==> config.mk <==
export PLATFORM = sky130hd
export DESIGN_NAME = move_executor
export DESIGN_NICKNAME = d
export VERILOG_FILES = /design/src/rtl/move_executor.sv
export SDC_FILE = /design/constraint.sdc
export NUM_CORES = 1
export LEC_CHECK = 0
export BUFFER_PORTS_ARGS = -buffer_cell sky130_fd_sc_hd__buf_2
export CAP_MARGIN = 20
export CORE_ASPECT_RATIO = 0.7
export CORE_UTILIZATION = 48
export CTS_BUF_LIST = sky130_fd_sc_hd__clkbuf_8 sky130_fd_sc_hd__clkbuf_16
export DETAILED_ROUTE_END_ITERATION = 10
export HOLD_SLACK_MARGIN = 0.06
export PLACE_DENSITY = 0.74
export SYNTH_ARGS = -nofsm -noshare
export SYNTH_HDL_FRONTEND = slang
export SYNTH_SLANG_ARGS = --single-unit
export TNS_END_PERCENT = 10
==> constraint.sdc <==
create_clock -name clk -period 1.5 [get_ports clk]
set_input_delay 0.225 -clock clk [delete_from_list [all_inputs] [get_ports clk]]
set_output_delay 0.225 -clock clk [all_outputs]
set_load 0.1 [all_outputs]
==> src/rtl/move_executor.sv <==
// Debounces the network's raw move decision and applies accepted moves to a
// lane position on each game tick, with wall detection and a step counter.
module move_executor #(
    parameter int STABLE_CYCLES = 4,
    parameter int POS_MAX       = 7,
    parameter int POS_INIT      = 3
) (
    input  logic        clk,
    input  logic        rst,
    input  logic [1:0]  move,
    input  logic        tick,
    output logic [3:0]  pos,
    output logic [1:0]  stable_move,
    output logic        step_valid,
    output logic        bump,
    output logic        running,
    output logic [15:0] step_count
);

    typedef enum logic {SETTLE, RUN} state_t;

    localparam logic [3:0] STABLE_L   = 4'(STABLE_CYCLES);
    localparam logic [3:0] POS_MAX_L  = 4'(POS_MAX);
    localparam logic [3:0] POS_INIT_L = 4'(POS_INIT);

    state_t      state, state_nxt;
    logic [1:0]  cand;
    logic [3:0]  cnt;
    logic        accept;
    logic        apply;
    logic        blocked;
    logic [3:0]  pos_nxt;

    // Returns {blocked, next position}; a wall-blocked step keeps the position.
    function automatic logic [4:0] step_pos(input logic [1:0] dir, input logic [3:0] p);
        logic [4:0] r;
        r = {1'b0, p};
        case (dir)
            2'd0: r = (p == 4'd0)      ? {1'b1, p} : {1'b0, p - 4'd1};
            2'd2: r = (p == POS_MAX_L) ? {1'b1, p} : {1'b0, p + 4'd1};
            default: r = {1'b0, p};
        endcase
        return r;
    endfunction

    always_comb begin
        state_nxt = state;
        accept    = (cnt == STABLE_L) && (cand != 2'd3);
        apply     = (state == RUN) && tick;
        running   = (state == RUN);
        {blocked, pos_nxt} = step_pos(stable_move, pos);
        if (state == SETTLE && accept) begin
            state_nxt = RUN;
        end
    end

    always_ff @(posedge clk) begin
        if (rst) begin
            state       <= SETTLE;
            cand        <= 2'd1;
            cnt         <= 4'd0;
            stable_move <= 2'd1;
            pos         <= POS_INIT_L;
            step_valid  <= 1'b0;
            bump        <= 1'b0;
            step_count  <= 16'd0;
        end else begin
            state <= state_nxt;
            cand  <= move;
            if (move != cand || cand == 2'd3) begin
                cnt <= 4'd1;
            end else if (cnt < STABLE_L) begin
                cnt <= cnt + 4'd1;
            end
            // The step below reads stable_move before this edge updates it.
            if (accept) begin
                stable_move <= cand;
            end
            step_valid <= apply;
            bump       <= apply && blocked;
            if (apply) begin
                pos        <= pos_nxt;
                step_count <= step_count + 16'd1;
            end
        end
    end

endmodule

==> flow_summary.ini <==
[outcome]
status = finished with violations
violations = negative setup slack

[clocking]
numCtsBuffers = 5
clock-sinks = 31
cts_tree = built
htreeDepth = 2
cts_hold_buf = 0
clock_latency_ps = 280
path_clk_slew_ps = 60
clock_path_buffers = 2
root_buffer = clkbuf_8

[power]
report.power.total_uw = 1500
power_density_nw_per_um2 = 793
p_leak_uw = 0.000785
ir_worst_vdd_uv = 816

[drt]
wl_met3_um = 174
detail_route.wl_per_cell_um = 13.9
drtIter0Drc = 107
highest_layer = met4
drt_pass1_iterations = 4
drc = 0
via_count = 1331
wl_met2_um = 1530
ant_nets = 0
routed_wl_um = 3340
vias_per_cell = 5.55
wl_met1_um = 1600

[floorplan]
initial_utilization = 0.517
pin_count = 30
die_w_um = 68.4
num_rows = 16
die_y_um = 48.5
die_area_um2 = 3310
core_um2 = 2860

[critical_path]
cp-start-kind = flop
required_ps = 1670
worst_setup_path_end_kind = flop
path_max_fanout = 7
path_class = reg -> reg
arrival_ps = 1700
r2r_slack_ps = -30

[sta]
max_freq_mhz = 654
grt_setup_unrepaired = yes
clock-skew-final_ps = 6.70
final_max_slew_viol_count = 0
fin_ws_ps = -30.1
setup_viol = 2
fin_crit_ps = 1530
tightest_slew_ps = 490
period_share = 1.02
worst_hold_slack_ps = 176
relSlewSlack = 0.675
hold_viol = 0

[global_route]
grt-ovfl-total = 0
antenna_found_initial = 0
grt_usage = 0.225
grt_max_degree = 19
grt_pass1_wl_um = 5600
grt_pass1_vias = 1231

[job]
cap_violations = 0

[synth]
ys_types = 45
syn_area_per_cell_um2 = 8.92
synth.top_cell.area_share = 0.419
synth-xor-area-share = 0.0888
ys_warn_count = 0
synth_top_family_by_area = simple AND/OR/NAND/NOR gates
postSynthCellCount = 166
mappedNetlistArea_um2 = 1480
ys.flop_type = dfxtp_1
synth_area_leaders = dfxtp_1 42%, nor2_1 5.8%, xor2_1 5.3%
synth-simple-area-share = 0.279
async_flop_share = 0
synth_fp_nets = 177
synth_compound_area_frac = 0.113
synth_seq_area_share = 0.419
synth_edf_count = 0
synth_mux_area_frac = 0.00676
synth.ff_latch_count = 31
synth_top_area_cell = dfxtp_1
synthAdderAreaFrac = 0.0507

[layout]
layout.nets = 214
final_cell_mix = 29 x buf_2, 23 x nor2_1, 13 x dfxtp_4
stdcell_count = 240
area_delta_synth_final_pct = 27.6
antenna_cells = 0
drive_above_1_share = 0.382
layout.cells.most_common = buf_2
fillers = 251

[placement]
place.detailed.hpwl_um = 2390
io_buffer_count = 29
gp_congestion = 0.958
pre_cts_slack_ps = -17.0
placed_cells = 230

[min_path]
hold_class = in -> reg
## per-layer routing
metal | GRT usage | up-vias
li1 | - | 662
met1 | 0.317 | 627
met2 | 0.338 | 37
met3 | 0.0660 | 5
met4 | 0.0486 | 0
met5 | 0 | -
## sequential cells by signal, indices dropped and copies added, names as in the netlist
signal       count
cand             2
cnt              4
pos              4
step_count      16
running          1
bump             1
step_valid       1
stable_move      2
## power breakdown
| group | internal, uW | leakage, uW | switching, uW |
|---|---|---|---|
| clock | 317 | 0.0000477 | 323 |
| combinational | 18.8 | 0.000475 | 28.9 |
| sequential | 805 | 0.000263 | 5.21 |
## cell type report
cell class,instances,area (um2),area share
clock buffer,5,68.8,0.0364
clock inverter,3,15.0,0.00795
inverter,7,31.3,0.0166
multi-input combinational,121,845,0.447
sequential,31,679,0.360
tap,36,45.0,0.0238
timing repair buffer,37,205,0.109
## critical path: stages, from the launching register on
cell      delay [ps]
dfxtp_4          380
buf_4            140
o31ai_2          310
a211oi_2         120
a311o_1          280
a32o_1           200
## cell usage after synthesis, types with 2 or more instances
master    instances
dfxtp_1          31
nand4_1           6
and3_1            2
and4_1            2
xnor2_1           6
xor2_1            9
inv_1             7
clkbuf_1          3
nor2b_1           2
a31oi_1           3
or3_1             5
ha_1              6
buf_4             2
a21oi_1           8
o21ai_0           6
nand2_1           5
nor3_1            7
nor2_1           23
nand3_1           7
## final timing paths
check,depth (start not counted),startpoint,endpoint
setup reg to reg,5,pos[0]$_SDFFE_PP1P_,pos[3]$_SDFFE_PP0P_
hold reg to reg,2,step_count[1]$_SDFFE_PP0P_,step_count[1]$_SDFFE_PP0P_
hold / removal,2,move[0],cand[0]$_SDFF_PP1_
setup / recovery,5,pos[0]$_SDFFE_PP1P_,pos[3]$_SDFFE_PP0P_
## per-stage QoR
step | utilization | area [um2] | TNS [ps]
3_5_place_dp | 0.620 | 1770 | -17.0
3_3_place_gp | 0.620 | 1770 | 0
2_1_floorplan | - | 1580 | -933
5_1_grt | 0.660 | 1890 | -162
4_1_cts | 0.660 | 1890 | 0
6_report | 0.660 | 1890 | -36.4
## what timing repair did
item                       in CTS  in global routing
hold endpoints to repair        0                  0
setup endpoints to repair       1                  4
gates resized for setup         3                  0
pin swaps                       1                  0
buffers inserted                2                  0
## cells by family after synthesis
group	after synthesis
buf+inv	14
compound gates	26
xor+xnor	15
mux	1
simple gates	73
fa+ha+maj	6
flops	31
Note: power is estimated with default switching activity, not from simulation.
